`config.mk`:
```
export PLATFORM = sky130hd
export DESIGN_NAME = sd_vedic_mac_seq
export DESIGN_NICKNAME = d
export VERILOG_FILES = /design/src/rtl/sd_mac_pkg.sv /design/src/rtl/SD_vedic_8X8.sv /design/src/rtl/sd_vedic_mac_seq.sv
export SDC_FILE = /design/constraint.sdc
export NUM_CORES = 1
export LEC_CHECK = 0
export BUFFER_PORTS_ARGS = -buffer_cell sky130_fd_sc_hd__buf_2
export CAP_MARGIN = 10
export CORE_MARGIN = 3
export CORE_UTILIZATION = 60
export DETAILED_ROUTE_END_ITERATION = 8
export GPL_ROUTABILITY_DRIVEN = 0
export GPL_TIMING_DRIVEN = 0
export PLACE_DENSITY = 0.86
export SLEW_MARGIN = 20
export SYNTH_ARGS = -nofsm -noshare
export SYNTH_HDL_FRONTEND = slang
export SYNTH_HIERARCHICAL = 1
export SYNTH_SLANG_ARGS = --single-unit
export TNS_END_PERCENT = 1
```
`constraint.sdc`:
```
create_clock -name clk -period 6.3 [get_ports clk]
set_clock_uncertainty 0.1 [all_clocks]
set_input_delay 0.63 -clock clk [delete_from_list [all_inputs] [get_ports clk]]
set_output_delay 0.63 -clock clk [all_outputs]
set_load 0.1 [all_outputs]
```
`src/rtl/sd_mac_pkg.sv`:
```
// rtl/sd_mac_pkg.sv - shared types and constants for the vedic MAC sequencer
package sd_mac_pkg;

    typedef enum logic [1:0] {
        IDLE  = 2'd0,
        RUN   = 2'd1,
        DRAIN = 2'd2,
        DONE  = 2'd3
    } state_t;

    localparam int DEF_LEN_W = 8;
    localparam int DEF_ACC_W = 24;
    localparam int PROD_W    = 16;

endpackage

```
`src/rtl/SD_vedic_8X8.sv`:
```
// rtl/SD_vedic_8X8.sv - combinational 8x8 unsigned vedic (urdhva-tiryak) multiplier
module SD_vedic_8X8
    import sd_mac_pkg::*;
(
    input  logic [7:0]        a,
    input  logic [7:0]        b,
    output logic [PROD_W-1:0] p
);

    function automatic logic [3:0] v2(input logic [1:0] x, input logic [1:0] y);
        logic c;
        logic [3:0] r;
        c    = x[1] & y[0] & x[0] & y[1];
        r[0] = x[0] & y[0];
        r[1] = (x[1] & y[0]) ^ (x[0] & y[1]);
        r[2] = (x[1] & y[1]) ^ c;
        r[3] = x[1] & y[1] & c;
        return r;
    endfunction

    // Each level combines four half-width partials: low, two cross terms, high.
    function automatic logic [7:0] v4(input logic [3:0] x, input logic [3:0] y);
        logic [3:0] q0, q1, q2, q3;
        logic [4:0] mid;
        q0  = v2(x[1:0], y[1:0]);
        q1  = v2(x[3:2], y[1:0]);
        q2  = v2(x[1:0], y[3:2]);
        q3  = v2(x[3:2], y[3:2]);
        mid = {1'b0, q1} + {1'b0, q2};
        return {4'b0, q0} + {1'b0, mid, 2'b0} + {q3, 4'b0};
    endfunction

    logic [7:0] q0, q1, q2, q3;
    logic [8:0] mid;

    always_comb begin
        q0  = v4(a[3:0], b[3:0]);
        q1  = v4(a[7:4], b[3:0]);
        q2  = v4(a[3:0], b[7:4]);
        q3  = v4(a[7:4], b[7:4]);
        mid = {1'b0, q1} + {1'b0, q2};
        p   = {8'b0, q0} + {3'b0, mid, 4'b0} + {q3, 8'b0};
    end

endmodule

```
`src/rtl/sd_vedic_mac_seq.sv`:
```
// rtl/sd_vedic_mac_seq.sv - burst dot-product sequencer around one SD_vedic_8X8
module sd_vedic_mac_seq
    import sd_mac_pkg::*;
#(
    parameter int LEN_W = DEF_LEN_W,
    parameter int ACC_W = DEF_ACC_W
) (
    input  logic             clk,
    input  logic             rst_n,
    input  logic             start,
    input  logic [LEN_W-1:0] len,
    input  logic             abort,
    input  logic             in_valid,
    output logic             in_ready,
    input  logic [7:0]       a,
    input  logic [7:0]       b,
    output logic             out_valid,
    input  logic             out_ready,
    output logic [ACC_W-1:0] acc_out,
    output logic             overflow,
    output logic             busy
);

    state_t              state_q, state_d;
    logic [LEN_W-1:0]    cnt_q;
    logic [PROD_W-1:0]   prod, p_q;
    logic                p_vld;
    logic [ACC_W-1:0]    acc_q;
    logic                ovf_q;
    logic                beat;
    logic                go;
    logic [ACC_W:0]      acc_sum;

    SD_vedic_8X8 u_mul (
        .a (a),
        .b (b),
        .p (prod)
    );

    // abort gates the handshakes combinationally so it wins over a same-cycle beat
    always_comb begin
        state_d   = state_q;
        in_ready  = 1'b0;
        out_valid = 1'b0;
        unique case (state_q)
            IDLE: begin
                if (start && !abort)
                    state_d = (len != '0) ? RUN : DONE;
            end
            RUN: begin
                in_ready = !abort;
                if (abort)
                    state_d = IDLE;
                else if (in_valid && cnt_q == LEN_W'(1))
                    state_d = DRAIN;
            end
            DRAIN: begin
                state_d = abort ? IDLE : DONE;
            end
            DONE: begin
                out_valid = !abort;
                if (abort || out_ready)
                    state_d = IDLE;
            end
        endcase
    end

    assign beat    = in_valid && in_ready;
    assign go      = (state_q == IDLE) && start && !abort;
    assign acc_sum = {1'b0, acc_q} + (ACC_W + 1)'(p_q);

    always_ff @(posedge clk or negedge rst_n) begin
        if (!rst_n) begin
            state_q <= IDLE;
            cnt_q   <= '0;
            p_q     <= '0;
            p_vld   <= 1'b0;
            acc_q   <= '0;
            ovf_q   <= 1'b0;
        end else begin
            state_q <= state_d;
            if (go) begin
                acc_q <= '0;
                ovf_q <= 1'b0;
                cnt_q <= len;
            end else if (p_vld && !abort) begin
                acc_q <= acc_sum[ACC_W-1:0];
                if (acc_sum[ACC_W])
                    ovf_q <= 1'b1;
            end
            if (beat) begin
                p_q   <= prod;
                p_vld <= 1'b1;
                cnt_q <= cnt_q - LEN_W'(1);
            end else begin
                p_vld <= 1'b0;
            end
        end
    end

    assign acc_out  = acc_q;
    assign overflow = ovf_q;
    assign busy     = (state_q != IDLE);

endmodule

```
# After elaboration in Yosys (flattened, before gate mapping)
# Index checks and enable logic that the tools add are counted.
[op_classes] addsub=17 mul=0 div_mod_pow=0 order_cmp=0 eq_ne=7 shift=0 mux=17 bitwise=144 n_reduce_logical=16
[ops] op="1-bit bitwise AND" count=112
[ops] op="24-bit 2-to-1 mux" count=2
[ops] op="4-bit by 7-bit adder with 8-bit output" count=4
[ops] op="8-bit adder" count=4
[ops] op="1-bit XOR" count=32
[ops] op="24-bit by 16-bit adder with 25-bit output" count=1
[ops] op="4-bit by 4-bit adder with 5-bit output" count=4
[ops] op="16-bit adder" count=1
[ops] op="8-bit 2-to-1 mux" count=2
[ops] op="8-bit by 13-bit adder with 14-bit output" count=1
[ops] op="2-bit 2-to-1 mux" count=6
[ops] op="8-bit by 8-bit adder with 9-bit output" count=1
[ops] op="8-bit by 1-bit equality test with 1-bit output, second input constant" count=1
[ops] op="2-bit case mux with 4 select lines" count=1
[ops] op="2-bit nonzero test" count=4
[ops] op="8-bit nonzero test" count=1
[ops] op="8-bit by 1-bit subtractor with 8-bit output, second input constant" count=1
[ops] op="1-bit logical AND" count=6
[ops] op="1-bit 2-to-1 mux" count=6
[ops] op="2-bit equality test, second input constant" count=2
[ops] op="2-bit inequality test, second input constant" count=2
[ops] op="3-bit inequality test, second input constant" count=1
[ops] op="3-bit AND reduction" count=1
[ops] op="2-bit by 1-bit equality test with 1-bit output, second input constant" count=1
[ops] op="4 further kinds" count=4
[word_totals] register_bits=52 latch_bits=0 mem_bits_rw=0 mem_bits_ro=0 input_bits=30 out_inout_bits=28 elab_cells=207 n_memories=0

# Logic depth before layout (Yosys ltp)
# Gate-level depths: netlist (run 1).
[logic_depth] word_depth=10 depth_mapped=23 ltp_nobuf=23

# By module
# Netlist (run 1), hierarchy kept.
[modules_own_cells] mod="sd_vedic_mac_seq" n_inst=1 cells_per_inst=371 area_each_um2=3174.3 seq_area_each_um2=1301.2
[modules_own_cells] mod="SD_vedic_8X8" n_inst=1 cells_per_inst=338 area_each_um2=2640.0 seq_area_each_um2=0.0

# Least setup slack after synthesis (run 1)
# Ideal clock, no wire load.
[synth_timing] path_kind="input port to flip-flop" start="in b[0]" end="reg p_q[15]" setup_ps=117 t_arrival_ps=4324 t_required_ps=6083 setup_slack_ps=1759 path_stages=20 n_path_buf=0 cell_sequence="and2_1 -> ha_1 -> fa_1 -> inv_1 -> fa_1 -> inv_1 -> a21o_1 -> a21oi_1 -> xnor2_1 -> ha_1 -> o21a_1 -> o211a_1 -> xor2_1 -> ha_1 -> a21oi_1 -> a21boi_0 -> o2111ai_1 -> xor3_1 -> nand2_1 -> nand2_1"
[synth_between] elab_chain_len=10 word_cells_on_any_way=37 cone_classes="add/sub (9); bitwise (28)"
[synth_lines] element="start: declaration" line_no="sd_vedic_mac_seq.sv:16" source="input logic [7:0] b,"
[synth_lines] element="1-bit bitwise AND" line_no="SD_vedic_8X8.sv:13, SD_vedic_8X8.sv:15"
[synth_lines] element="1-bit bitwise AND (2 in a row)" line_no="SD_vedic_8X8.sv:13" source="c = x[1] & y[0] & x[0] & y[1];"
[synth_lines] element="1-bit XOR or 1-bit bitwise AND (tied branches)" line_no="SD_vedic_8X8.sv:16, SD_vedic_8X8.sv:17"
[synth_lines] element="4-bit by 4-bit adder with 5-bit output" line_no="SD_vedic_8X8.sv:29" source="mid = {1'b0, q1} + {1'b0, q2};"
[synth_lines] element="4-bit by 7-bit adder with 8-bit output" line_no="SD_vedic_8X8.sv:30" source="return {4'b0, q0} + {1'b0, mid, 2'b0} + {q3, 4'b0};"
[synth_lines] element="8-bit adder" line_no="SD_vedic_8X8.sv:30"
[synth_lines] element="8-bit by 8-bit adder with 9-bit output" line_no="SD_vedic_8X8.sv:41" source="mid = {1'b0, q1} + {1'b0, q2};"
[synth_lines] element="8-bit by 13-bit adder with 14-bit output *" line_no="SD_vedic_8X8.sv:42" source="p = {8'b0, q0} + {3'b0, mid, 4'b0} + {q3, 8'b0};"
[synth_lines] element="16-bit adder *" line_no="SD_vedic_8X8.sv:42"
[synth_lines] element="named net prod[15]" line_no="sd_vedic_mac_seq.sv:26" source="logic [PROD_W-1:0] prod, p_q;"
[synth_lines] element="end signal: assignment" line_no="sd_vedic_mac_seq.sv:92" source="p_q <= prod;"
[synth_lines] element="end: declaration" line_no="sd_vedic_mac_seq.sv:26"
# The timed path passes the listed nets; every way through them passes the cells marked *.
# A chain may end at the register's enable or synchronous reset.

# Final worst setup path (run 1)
# Same ends and word-level chain as after synthesis.

==> results.txt, run 1 <==
- Number of cells produced by synthesis: 709
* Tightest slew margin relative to the limit: 43.86%
- The largest single stage delay on the critical path is 0.40 ns.
* Total routing resource utilization after global routing: 25.42%
* Worst reg2reg path depth: 9
- Setup violations remaining at the end of the flow were counted as 0.
* Core Footprint: approximately 0.0093 mm²
- Synthesis warning total: 6
- In this run the number of H-tree levels came out at 2.
- After routing the design area is around 0.0064 mm².
* #FFs+latches synth: 52
- The share of the Yosys chip area taken by registers is 22.38%.
- Distinct cell type count after synthesis: 59
- In the synthesized netlist the dominant register cell turns out to be sky130_fd_sc_hd__dfrtp_1.
- Input and output buffers added on the ports amount to 57.
- Setup repair after global routing missed its margin: false
* First-iteration detailed-routing DRC count: 247
- Critical Path Source Type: primary input
- Congestion Overflow GR: 0
- Total power: about 1.8 mW
* Clock latency reported for the late side of the worst-skew pair: 0.32 ns
* Setup CP Type: primary input to register
- By instance count, the leading cell after synthesis is sky130_fd_sc_hd__nand2_1.
- The initial utilization of the core area, before any placement, comes to between 60% and 70%.
* Proportion of register bits with asynchronous set or reset after synthesis: 100.0%
- The first TritonRoute pass finished after 4 iterations.
* Kind of end point of the critical path: register
- Number of synthesized flops with an enable pin: 0
- Signed area change from the synthesized netlist to the final layout: 9.275%
- Per-instance average area after synthesis: between 8 and 9 µm²
* Worst IR drop on VDD: 0.1314 mV
* Area enclosed by the die boundary: ~0.011 mm²
- At the pin with the least slew margin, the transition time is 0.8356 ns.
- Of the post-synthesis cell area, the dominant cell type holds between 20 and 25%.
- Post-synthesis cell type with the largest combined area: sky130_fd_sc_hd__dfrtp_1
- Launch point of the worst reg-to-reg path: acc_out[0]
* Final setup slack of the worst path: 1.315 ns
* CTS Buffer Depth: 2
- After detailed routing, the average wire length per cell comes to 15.06 µm.
* Register-to-register setup slack: 3.37 ns
- Post-CTS setup-driven buffer insertion count: 0
- CTS tree: built
* Antenna viol nets, final: 0
- Post-cts repair resize count: 0
- Total number of placement rows: 35
- Power density of the placed cells: a little under 300 mW/mm²
- Leakage power of the design: 3.344 nW
- Total DRC errors in the routed layout: 0
- At the end of the flow, the number of nets in the layout was between 900 and 1000.
- Max stage delay cell, worst path: sky130_fd_sc_hd__xor3_1
- Entering global routing, the biggest net connects 53 pins.
- For the worst setup path, the data arrival time is 5.10 ns.
- Synthesized cell area: 0.005814 mm²
* Wire length of the first global-routing pass: between 20000 and 25000 µm
- Hpwl dp: 11030 µm
* Height of the chip: 104.4 µm
* Max capacitance violation total: 0
- Number of buffers created by CTS: 5
* Count of pins on the block boundary: 58
- The final number of max-transition violations was 0.
* Detailed-route wire length: 13600 µm
- Root Driver: sky130_fd_sc_hd__clkbuf_8
* Post-Place Worst Slack: 1.058 ns
* Critical register-to-register path endpoint: acc_out[20]
- Summed negative setup slack over all endpoints: 0 ns
- Once placement completed, the tool counted placed cells totaling between 800 and 900.
* Non-filler instance count after layout: 903
- Post-route clock period utilization: 79.13%
- Ranked by total cell area, the synthesized netlist is headed by sky130_fd_sc_hd__dfrtp_1 22%, sky130_fd_sc_hd__ha_1 19%, sky130_fd_sc_hd__nand2_1 8.3%, sky130_fd_sc_hd__xnor2_1 5.4%, sky130_fd_sc_hd__a21oi_1 4.6%.
* CTS clk-pin slew, worst paths: 0.10 ns
- Traced cell by cell, the critical path runs through buf_2 > nand2_1 > nor2_1 > ha_1 > ha_1 > xor2_1 > ha_1 > a21o_1 > a21oi_1 > xnor2_1 > ha_1 > nor4_1 > o21ai_0 > o211a_1 > xor2_1 > ha_1 > a21oi_1 > a21boi_0 > o2111ai_1 > xor3_1 > nand2_1 > nand2_1.
- Static timing analysis puts the maximum clock frequency at around 200 MHz.
* Drt via density: a little under 6
* Number of global-route vias before repair: 5312
- When the netlist entered floorplanning its net count stood at 837.
* Cell repeated most along the worst path: sky130_fd_sc_hd__ha_1
- Final hold violation count: 0
- Number of diodes added for antenna fixing: 0
- Post-detailed-placement cell area: 0.006261 mm²
- Proportion of layout cells with a drive suffix above 1: 10.21%
* Type of the most critical hold path: primary input to async pin
* Critical Path Fanout Max: 9
- Number of antenna violations at the first check in global routing: 0
* Result of the run: finished, final reports clean
- Total of hold buffers inserted after clock tree synthesis: 0
* Leading cell types by count after synthesis: 128 x sky130_fd_sc_hd__nand2_1, 87 x sky130_fd_sc_hd__ha_1, 53 x sky130_fd_sc_hd__a21oi_1, 53 x sky130_fd_sc_hd__nor2_1, 52 x sky130_fd_sc_hd__dfrtp_1
- Subtracting the final worst setup slack from the clock period gives 4.985 ns.
- Number of vias in the routed layout: 5292
- The tree built by TritonCTS fans out to 52 sinks.
- At the worst endpoint, the required time is between 6 and 7 ns.
* Horiz. Die Dim: between 100 and 150 µm
==> kinds of logic after synthesis <==
group / synth area share [%]
buffers and inverters: 3.163
flip-flops: 22.38
AO/OA/AOI/OAI: 19.24
multiplexers: 0.3873
XOR/XNOR: 10.18
adder cells (fa/ha/maj): 22.51
AND/OR/NAND/NOR: 22.14
==> critical path, delay by kind of cell <==
| kind | cells | cell delay [ns] |
|---|---|---|
| and+or+nand+nor | 5 | 0.58 |
| buffers and inverters | 1 | 0.21 |
| AOI/OAI and AO/OA | 7 | 1.36 |
| xor gates and xnor gates | 4 | 0.82 |
| adders and majority gates | 5 | 1.49 |
==> registers in the layout (all words and copies together), names as in the netlist <==
register / count
p_q: 16
overflow: 1
cnt_q: 8
state_q: 2
acc_out: 24
p_vld: 1
==> cells in the final DEF, fill, tap and decap left out, types with 3 or more instances in the layout <==
cell and count:
sky130_fd_sc_hd__dfrtp_1 52, sky130_fd_sc_hd__o21a_1 6, sky130_fd_sc_hd__nand2_1 128, sky130_fd_sc_hd__buf_2 56
sky130_fd_sc_hd__or3_1 5, sky130_fd_sc_hd__nor2b_1 3, sky130_fd_sc_hd__o2111ai_1 3, sky130_fd_sc_hd__o31ai_1 4
sky130_fd_sc_hd__ha_1 87, sky130_fd_sc_hd__a21oi_1 53, sky130_fd_sc_hd__fa_1 11, sky130_fd_sc_hd__o21ai_1 4
sky130_fd_sc_hd__nand3b_1 3, sky130_fd_sc_hd__a211oi_1 7, sky130_fd_sc_hd__o21ai_0 22, sky130_fd_sc_hd__nand2b_1 5
sky130_fd_sc_hd__nand3_1 15, sky130_fd_sc_hd__o211a_1 3, sky130_fd_sc_hd__xnor2_1 36, sky130_fd_sc_hd__nor2_1 53
sky130_fd_sc_hd__nor4_1 5, sky130_fd_sc_hd__or4_1 5, sky130_fd_sc_hd__nor3_1 8, sky130_fd_sc_hd__clkbuf_1 14
sky130_fd_sc_hd__xor2_1 27, sky130_fd_sc_hd__o21bai_1 7, sky130_fd_sc_hd__clkbuf_8 5, sky130_fd_sc_hd__a21o_1 28
sky130_fd_sc_hd__o22ai_1 3, sky130_fd_sc_hd__inv_1 34, sky130_fd_sc_hd__o211ai_1 3, sky130_fd_sc_hd__and2_1 36
sky130_fd_sc_hd__nand4_1 3
==> where the power goes <==
group          switching (mW)  internal, mW  leakage [nW]
logic                   0.717         0.446          2.62
clock network           0.120        0.0792        0.0445
registers              0.0695         0.411         0.682
==> routing by layer <==
metal / up-vias / GRT usage, % / share of wire, %
met5: - / 0 / 0
met4: 0 / 10.35 / 2.8
met3: 32 / 2.110 / 4.6
met1: 2481 / 30.31 / 42
met2: 166 / 46.77 / 51
li1: 2613 / - / -
==> stage by stage <==
step	utilization [%]	hold slack [ns]
floorplan	-	0.2344
global placement	67.12	0.3670
detailed placement	67.12	0.3731
CTS	68.09	0.3974
global route	68.12	0.2776
finish	68.12	0.2234
==> worst max path at each step <==
stage | slack, ns | to | start
floorplan | 1.76 | p_q[15] | b[0]
global placement | 1.19 | p_q[15] | a[5]
detailed placement | 1.06 | p_q[15] | b[0]
CTS | 1.38 | p_q[15] | b[0]
global route | 1.00 | p_q[15] | b[0]
finish | 1.31 | p_q[15] | b[0]
==> area by class of cell <==
type,instances,area [µm²]
sequential,52,1301
fill,747,2974
clock inverter,3,21.27
buffer,14,52.55
inverter,35,131.4
multi-input combinational,608,4329
clock buffer,5,68.82
timing repair buffer,57,287.8
tap,129,161.4
(Power assumes the default switching activity.)
==> run 2: changes to the inputs <==
--- a/config.mk
+++ b/config.mk
@@ -8,11 +8,11 @@
 export BUFFER_PORTS_ARGS = -buffer_cell sky130_fd_sc_hd__buf_2
 export CAP_MARGIN = 10
 export CORE_MARGIN = 3
-export CORE_UTILIZATION = 60
+export CORE_UTILIZATION = 55
 export DETAILED_ROUTE_END_ITERATION = 8
 export GPL_ROUTABILITY_DRIVEN = 0
 export GPL_TIMING_DRIVEN = 0
-export PLACE_DENSITY = 0.86
+export PLACE_DENSITY = 0.83
 export SLEW_MARGIN = 20
 export SYNTH_ARGS = -nofsm -noshare
 export SYNTH_HDL_FRONTEND = slang
==> constraint.sdc (replaced) <==
create_clock -name clk -period 4.1 [get_ports clk]
set_clock_uncertainty 0.1 [all_clocks]
set_input_delay 0.41 -clock clk [delete_from_list [all_inputs] [get_ports clk]]
set_output_delay 0.41 -clock clk [all_outputs]
set_load 0.1 [all_outputs]
==> run 2 against run 1 <==
The run now ends with hold timing, setup timing left; count of clock-buffer cells in the layout stayed put; sequential cell count did not move; worst setup slack worse by 1.5 ns; wire length grew 16%; critical path depth rose by 1; power is 73% higher; register-to-register slack got worse by 2.2 ns; final cell count up 2.2%; final area grew 11%; largest cell class unchanged.
==> results.txt, run 2 (synthesized netlist as in run 1, its figures left out) <==
- Final cell area excluding filler cells: 0.007068 mm² (+11%)
- Comb power frac: 65.7% (+2.6 points)
* Failing checks: hold timing, setup timing
* Fin Hold WS: -0.005047 ns (-0.2284 ns)
- Drt via density: 5.996 (+2.3%)
- The worst setup path is launched from a primary input.
- The count of standard-cell rows was 36 (+2.9%).
* Launch point of the worst reg-to-reg path: acc_out[0]
- The total number of vias is 5534 (+4.6%).
- The post-detailed-placement half-perimeter wirelength came to 11200 µm (+1.6%).
- The post-detailed-placement cell area was 0.006325 mm² (+1.0%).
- Clk network pwr share: 11.2% (+0.4 points)
- The normalized max-slew margin is 42.28% (-1.6 points).
- Critical Path Fanout Max: 9 (unchanged)
* Top library cells by usage in the layout, fill and taps aside: 113 x sky130_fd_sc_hd__nand2_1, 71 x sky130_fd_sc_hd__ha_1, 52 x sky130_fd_sc_hd__dfrtp_1, 48 x sky130_fd_sc_hd__nor2_1, 45 x sky130_fd_sc_hd__a21oi_1
* First-iteration detailed-routing DRC count: 364 (+47%)
- Count of pins on the block boundary: 58 (unchanged)
- Number of antenna violations at the first check in global routing: 0 (unchanged)
* WP data required: 4.25 ns (-2.16 ns)
* Horiz. Die Dim: 108.8 µm (+4.2%)
- The total wire length was 15750 µm (+16%).
* Routed wirelength normalized by instance count: 17.06 µm (+13%)
- The flip-flop count of the largest register after layout was 24 (unchanged).
* Final net count: 917 (+1.8%)
- Proportion of layout cells with a drive suffix above 1: 20.89% (+11 points)
- Worst path max stage delay: 0.55 ns (+0.15 ns)
- The cell depth of the worst flop-to-flop path is 9 (unchanged).
- Traced cell by cell, the critical path runs through buf_12 > and2_4 > ha_4 > fa_2 > inv_2 > fa_2 > inv_2 > a21o_1 > a21oi_4 > xnor2_2 > ha_4 > o21a_1 > o211a_1 > xor2_1 > ha_1 > a21oi_2 > buf_4 > nand2_2 > o211a_1 > o21ai_2 > xnor2_1 > nand2_1 > nand2_1.
- Signed area change from the synthesized netlist to the final layout: 21.56%
* Core Footprint: 0.01004 mm² (+7.7%)
- The largest net degree at the start of global routing was 53 (unchanged).
- The count of H-tree levels built during CTS came to 2 (unchanged).
* Register-to-register setup slack: 1.15 ns (-2.22 ns)
- Setup repair after global routing missed its margin: true
- Number of buffers created by CTS: 5 (unchanged)
- Number of max-slew violations in the final report: 0 (unchanged)
- STA classifies the critical path endpoint as a register.
- CTS Buffer Depth: 2 (unchanged)
- The path class of the tightest hold or removal check is primary input to async pin.
- Number of diodes added for antenna fixing: 0 (unchanged)
- The number of port buffers is 57 (unchanged).
- The die area is 0.01184 mm² (+8.6%).
* Setup Viol. Count Final: 4 (+4)
* Result of the run: complete, but fails checks
* Max stage delay cell, worst path: sky130_fd_sc_hd__fa_2
* Switching share of power: 47.42% (-1.8 points)
- Fill cell count: 740 (-0.94%)
- The leakage component of the power is 3.538 nW (+5.8%).
- The critical path is of the primary input to register type.
- The power per standard cell area was 451.0 mW/mm² (+55%).
- The largest voltage drop on the vdd net is 0.2738 mV (+110%).
- Final setup slack of the worst path: -0.1805 ns (-1.495 ns)
* TritonCTS sink count: 52 (unchanged)
* Wire length of the first global-routing pass: 25550 µm (+8.0%)
- The number of detailed-route iterations in the first pass is 5 (+1).
- Net Sw Power: 1.512 mW (+67%)
* Slew at the pin closest to its max-slew limit: 0.8592 ns (+0.02362 ns)
* Total DRC errors in the routed layout: 0 (unchanged)
* Maximum frequency from static timing analysis: 233.6 MHz
- The number of maximum-capacitance constraint violations was 0 (unchanged).
- The tree is rooted in a sky130_fd_sc_hd__clkbuf_8.
- Internal Pwr Total: 1.676 mW (+79%)
- Antenna viol nets, final: 0 (unchanged)
- Most frequent standard cell in the layout excluding fill and tap cells: sky130_fd_sc_hd__nand2_1
* Final hold violation count: 4 (+4)
* Number of global-route vias before repair: 5666 (+6.7%)
* Congestion Overflow GR: 0 (unchanged)
- TritonCTS built the clock tree.
- Total routing resource utilization after global routing: 26.38% (+0.95 points)
- The data arrival time of the critical path was 4.43 ns (-0.67 ns).
* Worst setup path startpoint: b[6]
* Initial Util: 57.88% (-4.4 points)
- The chip height is 108.8 µm (+4.2%).
* CTS clk-pin slew, worst paths: 0.11 ns (about the same)
- Post-route clock period utilization: 104.4%
- The final design utilization came to 70.37% (+2.3 points).
* Clock latency reported for the late side of the worst-skew pair: 0.32 ns (about the same)
* Relative contribution of sequential cells to total power: 23.1% (-3.0 points)
- Clock period minus final worst setup slack: around 4.3 ns
-- run 2: worst max-delay path: cells and delay by family --
kind                       cells  cell delay [ns]
xor gates and xnor gates       3             0.52
adders and majority gates      5             1.66
AOI/OAI and AO/OA              7             1.09
and+or+nand+nor                4             0.36
buffers and inverters          4             0.37
-- run 2: power groups by stage --
stage	combinational [mW]	clock, mW	sequential, mW
2_1_floorplan	1.30	0	0.871
6_report	2.09	0.357	0.737
3_5_place_dp	1.79	0	0.746
3_3_place_gp	1.71	0	0.738
4_1_cts	1.92	0.357	0.736
5_1_grt	2.29	0.379	0.754
-- run 2: metal layers --
layer	global-route usage [%]	share of wire [%]	vias up
met4	11.00	3.8	0
met1	31.28	39	2630
met5	0	0	-
met3	2.664	5.1	46
li1	-	-	2640
met2	48.37	52	218
-- run 2: through the flow --
stage                     setup slack [ns]  setup TNS, ns  total power [mW]  std cells
after floorplan                   0.001288              0             2.168        709
after global routing               -0.2732        -0.7574             3.422        923
after global placement             -0.5910         -1.832             2.451        899
after detailed placement           -0.7149         -2.452             2.535        899
after CTS                          -0.2291        -0.3184             3.011        917
final                              -0.1805        -0.3877             3.188        923
-- run 2: area by class of cell --
| cell class | count | area, µm² | share of cell area (%) |
|---|---|---|---|
| Clock buffer | 5 | 68.82 | 0.9736 |
| Clock inverter | 3 | 42.54 | 0.6019 |
| Sequential cell | 52 | 1301 | 18.41 |
| Multi-Input combinational cell | 608 | 4776 | 67.57 |
| Timing Repair Buffer | 73 | 529.3 | 7.488 |
| Tap cell | 133 | 166.4 | 2.354 |
| Buffer | 14 | 52.55 | 0.7435 |
| Inverter | 35 | 131.4 | 1.859 |
-- run 2: repair_timing --
action,in CTS,in global routing
endpoints found under the setup margin,4,4
gates resized for setup,78,32
pin swaps,41,33
hold buffers,0,0
hold endpoints to repair,0,0
setup buffers,10,6
-- run 2: worst paths after layout --
kind,endpoint
min in group clk,state_q[0]
max in group asynchronous,acc_out[9]
worst max register to register,acc_out[22]
worst min register to register,p_q[8]
worst min-delay path,acc_out[17]
worst max-delay path,p_q[14]
